File: src/rtl/mem_lsu.sv
// mem_lsu: RV32I memory stage. It splits loads and stores into little-endian byte beats on a shared byte-wide RAM port.
// Optional build macro MEM_LSU_IO_SERIAL_EN serializes beats that address the I/O window (address bits [17:16] == 2'b11).
module mem_lsu #(
    parameter int ADDR_W = 32
) (
    input  logic              clk,
    input  logic              rst,
    input  logic [4:0]        rd_i,
    input  logic [31:0]       wdata_i,
    input  logic              wreg_i,
    input  logic              load_i,
    input  logic              store_i,
    input  logic [2:0]        ls_type_i,
    input  logic [ADDR_W-1:0] mem_addr_i,
    input  logic [31:0]       store_data_i,
    input  logic [6:0]        stall,
    output logic              mem_req_o,
    output logic              mem_we_o,
    output logic [ADDR_W-1:0] mem_addr_o,
    output logic [7:0]        mem_dout_o,
    input  logic              mem_gnt_i,
    input  logic [7:0]        mem_din_i,
    output logic              stallreq_o,
    output logic [4:0]        mem_rd,
    output logic [31:0]       mem_wdata,
    output logic              mem_wreg
);

    typedef enum logic [1:0] {
        IDLE      = 2'b00,
        ACCESS    = 2'b01,
        WAIT_LAST = 2'b10,
        DONE      = 2'b11
    } state_t;

    state_t            state_r;
    logic [1:0]        beat_r;
    logic [1:0]        last_beat_r;
    logic [1:0]        pend_idx_r;
    logic              pend_r;
    logic              gap_r;
    logic              is_load_r;
    logic [2:0]        type_r;
    logic [31:0]       result_r;
    logic [ADDR_W-1:0] beat_addr_s;
    logic              io_s;
    logic              req_s;
    logic              unused_s;

    // Only the MEM-stage bit of the stall vector matters here.
    assign unused_s = ^{stall[6:4], stall[2:0]};

    function automatic logic [1:0] last_beat_f(input logic [2:0] t);
        logic [1:0] v;
        case (t)
            3'b000, 3'b100: v = 2'd0;
            3'b001, 3'b101: v = 2'd1;
            default:        v = 2'd3;
        endcase
        return v;
    endfunction

    function automatic logic [31:0] extend_f(input logic [2:0] t, input logic [31:0] r);
        logic [31:0] v;
        case (t)
            3'b000:  v = {{24{r[7]}}, r[7:0]};
            3'b100:  v = {24'd0, r[7:0]};
            3'b001:  v = {{16{r[15]}}, r[15:0]};
            3'b101:  v = {16'd0, r[15:0]};
            default: v = r;
        endcase
        return v;
    endfunction

    // Current beat address, I/O window decode and request qualifier
    always_comb begin
        beat_addr_s = mem_addr_i + ADDR_W'(beat_r);
`ifdef MEM_LSU_IO_SERIAL_EN
        io_s = (beat_addr_s[17:16] == 2'b11);
`else
        io_s = 1'b0;
`endif
        req_s = (state_r == ACCESS) && !gap_r;
    end

    // Access sequencer: beat counting, read-byte capture and state transitions
    always_ff @(posedge clk or posedge rst) begin
        if (rst) begin
            state_r     <= IDLE;
            beat_r      <= 2'd0;
            last_beat_r <= 2'd0;
            pend_idx_r  <= 2'd0;
            pend_r      <= 1'b0;
            gap_r       <= 1'b0;
            is_load_r   <= 1'b0;
            type_r      <= 3'b000;
            result_r    <= 32'd0;
        end else begin
            // A byte granted last cycle is on mem_din_i now, whatever state we are in.
            pend_r <= 1'b0;
            if (pend_r) begin
                result_r[{pend_idx_r, 3'b000} +: 8] <= mem_din_i;
            end
            case (state_r)
                IDLE: begin
                    beat_r <= 2'd0;
                    gap_r  <= 1'b0;
                    if (load_i || store_i) begin
                        state_r     <= ACCESS;
                        is_load_r   <= load_i;
                        type_r      <= ls_type_i;
                        last_beat_r <= last_beat_f(ls_type_i);
                        result_r    <= 32'd0;
                    end else begin
                        state_r <= IDLE;
                    end
                end
                ACCESS: begin
                    if (gap_r) begin
                        gap_r <= 1'b0;
                    end else if (mem_gnt_i) begin
                        pend_r     <= is_load_r;
                        pend_idx_r <= beat_r;
                        if (beat_r == last_beat_r) begin
                            state_r <= is_load_r ? WAIT_LAST : DONE;
                        end else begin
                            beat_r <= beat_r + 2'd1;
                            gap_r  <= io_s;
                        end
                    end else begin
                        state_r <= ACCESS;
                    end
                end
                WAIT_LAST: begin
                    state_r <= DONE;
                end
                DONE: begin
                    if (!stall[3]) begin
                        state_r <= IDLE;
                    end else begin
                        state_r <= DONE;
                    end
                end
                default: begin
                    state_r <= IDLE;
                end
            endcase
        end
    end

    // Output decode; reset forces every output low, including the idle pass-through
    always_comb begin
        mem_req_o  = 1'b0;
        mem_we_o   = 1'b0;
        mem_addr_o = '0;
        mem_dout_o = 8'd0;
        stallreq_o = 1'b0;
        mem_rd     = 5'd0;
        mem_wdata  = 32'd0;
        mem_wreg   = 1'b0;
        if (rst) begin
            mem_req_o = 1'b0;
        end else begin
            case (state_r)
                IDLE: begin
                    mem_rd    = rd_i;
                    mem_wdata = wdata_i;
                    mem_wreg  = wreg_i;
                end
                ACCESS: begin
                    stallreq_o = 1'b1;
                    mem_req_o  = req_s;
                    mem_addr_o = beat_addr_s;
                    mem_we_o   = req_s && !is_load_r;
                    if (req_s && !is_load_r) begin
                        mem_dout_o = store_data_i[{beat_r, 3'b000} +: 8];
                    end else begin
                        mem_dout_o = 8'd0;
                    end
                end
                WAIT_LAST: begin
                    stallreq_o = 1'b1;
                end
                DONE: begin
                    if (is_load_r) begin
                        mem_rd    = rd_i;
                        mem_wdata = extend_f(type_r, result_r);
                        mem_wreg  = 1'b1;
                    end else begin
                        mem_wreg = 1'b0;
                    end
                end
                default: begin
                    stallreq_o = 1'b0;
                end
            endcase
        end
    end

endmodule

File: config.mk
export PLATFORM = sky130hd
export DESIGN_NAME = mem_lsu
export DESIGN_NICKNAME = d
export VERILOG_FILES = /design/src/rtl/mem_lsu.sv
export SDC_FILE = /design/constraint.sdc
export NUM_CORES = 1
export LEC_CHECK = 0
export ABC_AREA = 0
export ABC_CLOCK_PERIOD_IN_PS = 2460
export CORE_ASPECT_RATIO = 0.8
export CORE_MARGIN = 1
export CORE_UTILIZATION = 40
export DETAILED_ROUTE_END_ITERATION = 10
export GPL_ROUTABILITY_DRIVEN = 0
export PLACE_DENSITY = 0.83
export SETUP_SLACK_MARGIN = 0.05
export SYNTH_ARGS = -nofsm -noshare
export SYNTH_HDL_FRONTEND = slang
export SYNTH_SLANG_ARGS = --single-unit
File: constraint.sdc
create_clock -name clk -period 2.46 [get_ports clk]
set_input_delay 0.246 -clock clk [delete_from_list [all_inputs] [get_ports clk]]
set_output_delay 0.246 -clock clk [all_outputs]
set_load 0.05 [all_outputs]
==> summary.md <==
| Metric | Value |
|---|---|
| Tcrit/Tclk final | 101% |
| Power per cell area | slightly below 900 mW/mm² |
| Row cnt | 31 |
| Final Max Slew Viols | 0 |
| Most frequent CP cell | buf_6 |
| Final hold violation count | 0 |
| Post-synthesis sequential area ratio | 30.2% |
| Sequential Power Share | 15.9% |
| Switch share | 49.6% |
| Comb pwr share | 71.8% |
| Wire per inst | between 15 and 20 µm |
| Clock buffer depth | 2 |
| First-pass GRT wire length | 23.3 mm |
| Clock Sinks | 45 |
| Clock root cell | clkbuf_16 |
| Num CTS Buffers | 5 |
| Initial core utilization | 41.2% |
| Core area | 0.00904 mm² |
| Setup TNS | -0.0226 ns |
| Failing checks | negative setup slack |
| CTS H-tree lvls | 2 |
| Post-Synth XOR/XNOR Area | 2.82% |
| P_int | 3.14 mW |
| Nets | 840 |
| Share of cells above drive strength 1 | 34.2% |
| FFs w/ async S/R, synth | 100% |
| Slew headroom | 48.4% |
| Mean Syn Cell Area | 8.02 µm² |
| Critical path endpoint category | output port |
| Die Area | approximately 0.0097 mm² |
| WP depth | 8 |
| Detail Route Antenna Nets | 0 |
| Cell count of the worst reg-to-reg path | 5 |
| Syn. warnings | 0 |
| Total global routing overflow | 0 |
| Clk_skew | 0.00542 ns |
| Final wirelength | between 15 and 20 mm |
| Hold Path Depth | 3 |
| Crit-path max FO | 3 |
| Setup slack, reg-to-reg | approximately 0.37 ns |
| Status | finished, violations left |
| Die width | 110 µm |
| Final setup viols | 3 |
| Main combinational cell family by area after synthesis | simple AND/OR/NAND/NOR gates |
| Area growth syn-to-layout | 90.3% |
| Vias in the first global route | 4563 |
| Post-synth net total | approximately 600 |
| Die Ht | approximately 88 µm |
| Synth cell types | 41 |
| Mapped Area | between 0.003 and 0.004 mm² |
| CTS tree | yes |
| Post-synthesis adder-cell area fraction | 4.23% |
| WP data required | 2.21 ns |
| Largest stage delay, worst path | 0.44 ns |
| Simple-Gate Fraction of Synth Area | 28.0% |
| CTS Hold Bufs | 0 |
| FMAX | 0.404 GHz |
| Crit path DAT | roughly 2.2 ns |
| RSZ-0062 raised after global routing | true |
| Drt first pass iters | 6 |
| Synth Area in Compound Gates | between 20% and 30% |
| DPL Wire Length | 11.1 mm |
| Max VDD drop | about 0.95 mV |
| DR vias | ~4900 |
| Startpoint types | flop |
| #FFs+latches synth | 45 |
| Initial antenna violation count | 1 |
| Most frequent cells in the layout | clkdlybuf4s50_1, buf_4, nor2_1 |
| Critical-path cell list | ha_2 -> fa_2 -> and4_4 -> buf_6 -> nand2_2 -> or4_4 -> a21oi_4 -> buf_6 |
| Maxcap violations | 0 |
| Tmin final | 2.48 ns |
| Largest net degree at the start of global routing | 46 |
| IO Port Bufs | about 200 |
| Hold Crit Class | primary input to flop |
| Post-synth EDFFs | 0 |
| Worst path bufs/invs | 2 |
| Min Hold Slack | around 0.50 ns |
| Clock transition at the registers of the reported paths | around 0.060 ns |
| Family with the most delay on the worst path | simple AND/OR/NAND/NOR gates |
| Critical path type | flop to output port |
| Net Switching | 3.09 mW |
| All-Layer GR Usage | 30.9% |
| Clk pwr share | 12.4% |
| Cells after synthesis | 464 |
| Most common cell after layout, fill and taps aside | clkdlybuf4s50_1 |
| Critical-path top delay cell | or4_4 |
| Multiplexer share of the synthesized area | 5.98% |
| Main synth FF type | dfrtp_1 |
| Total I/O pin count | 206 |
| Remaining design rule violation count | 0 |
| Tightest Pin Transition | 0.772 ns |
| Clk_lat worst skew | 0.28 ns |
| DR iter-0 viols | roughly 390 |
| Final worst slack | -0.0171 ns |
| Leakage | 2.84 nW |
| Via/cell ratio | 5.94 |
==> routing by layer <==
metal | global-route usage, % | wire length, µm | vias to the layer above
met1 | 40.8 | 6270 | 2335
met3 | 5.89 | 1300 | 57
met5 | 0 | 0 | -
li1 | - | - | 2197
met4 | 10.1 | 566 | 0
met2 | 51.4 | 7450 | 283
==> area by class of cell <==
class                   instances  area (µm²)
repair buffers                258        2810
flip-flops and latches         45        1130
diodes                          1        2.50
fillers                       568        1950
well taps                     115         144
inverters                      13        52.6
clock inverters                 2        37.5
clock buffers                   6         139
multi-input cells             380        2770
==> what timing repair did <==
action	CTS	global route
resized for setup	59	46
pin swaps	24	11
gates cloned	3	0
setup endpoints to repair	22	52
setup buffers	6	2
==> power by group through the flow <==
stage / registers [mW] / logic, mW / clock network (mW)
finish: 0.988 / 4.47 / 0.772
global route: 1.00 / 4.73 / 0.822
CTS: 0.979 / 4.32 / 0.782
detailed placement: 0.994 / 4.17 / 0
global placement: 0.984 / 4.07 / 0
floorplan: 0.970 / 2.56 / 0
==> registers in the layout, summed over array words and instances (netlist names) <==
| register | cells |
|---|---|
| beat_r | 2 |
| is_load_r | 1 |
| last_beat_r | 2 |
| pend_idx_r | 2 |
| pend_r | 1 |
| result_r | 32 |
| state_r | 2 |
| type_r | 3 |
==> Yosys cell counts (2+ instances only) <==
master / n / share of area [%]
nand4_1: 7 / 1.2
nor4b_2: 3 / 1.2
xor2_1: 4 / 0.94
nand3_1: 9 / 1.2
or2_2: 3 / 0.50
o21ai_0: 18 / 2.4
and4_1: 3 / 0.71
o31ai_1: 13 / 2.6
inv_1: 13 / 1.3
dfrtp_1: 45 / 30
nor4_1: 4 / 0.67
a22oi_1: 41 / 8.3
mux2_2: 2 / 0.60
buf_1: 3 / 0.30
or3_1: 6 / 1.0
a21oi_1: 44 / 5.9
nor3_1: 3 / 0.40
a21bo_2: 2 / 0.54
mux4_2: 8 / 4.8
or4b_2: 2 / 0.54
clkbuf_1: 25 / 2.5
and3_1: 3 / 0.50
nor2_1: 78 / 7.9
a32oi_1: 16 / 3.8
nand2b_1: 16 / 2.7
or4_1: 13 / 2.6
ha_1: 11 / 3.7
nand2_1: 33 / 3.3
and2_1: 16 / 2.7
mux2i_1: 2 / 0.54
xnor2_1: 8 / 1.9
==> cell families after synthesis <==
logic type | count (synthesis)
XOR/XNOR | 12
AND/OR/NAND/NOR | 203
buffers and inverters | 42
AO/OA/AOI/OAI | 138
adder cells (fa/ha/maj) | 12
multiplexers | 12
flip-flops | 45
==> worst paths after layout <==
path | start | to
min | ls_type_i[2] | type_r[2]$_DFFE_PP0P_
min in group asynchronous | rst | result_r[3]$_DFF_PP0_
max reg2reg | pend_idx_r[0]$_DFFE_PP0P_ | result_r[9]$_DFF_PP0_
min reg2reg | last_beat_r[1]$_DFFE_PP0P_ | last_beat_r[1]$_DFFE_PP0P_
max | beat_r[0]$_DFFE_PP0P_ | mem_addr_o[22]
max in group asynchronous | rst | type_r[0]$_DFFE_PP0P_
==> worst register-to-register path: cells and delay by family, from the launching register on <==
kind / cells / cell delay, ns
buffers and inverters: 1 / 0.17
AOI/OAI and AO/OA: 1 / 0.16
adders and majority gates: 1 / 0.38
DFF: 1 / 0.48
and+or+nand+nor: 2 / 0.82
==> per-stage QoR <==
step                      setup WS, ns  std cells  util, %  power [mW]  area [µm²]
after floorplan                 0.0515        464        -        3.53        3810
after global placement          -0.255        800     71.9        5.05        6500
after detailed placement        -0.304        800     71.9        5.17        6500
after CTS                      -0.0470        817     76.3        6.08        6900
after global routing            -0.109        820     78.4        6.55        7090
final                          -0.0171        820     78.4        6.23        7090
Power figures use the tool's default switching activity.
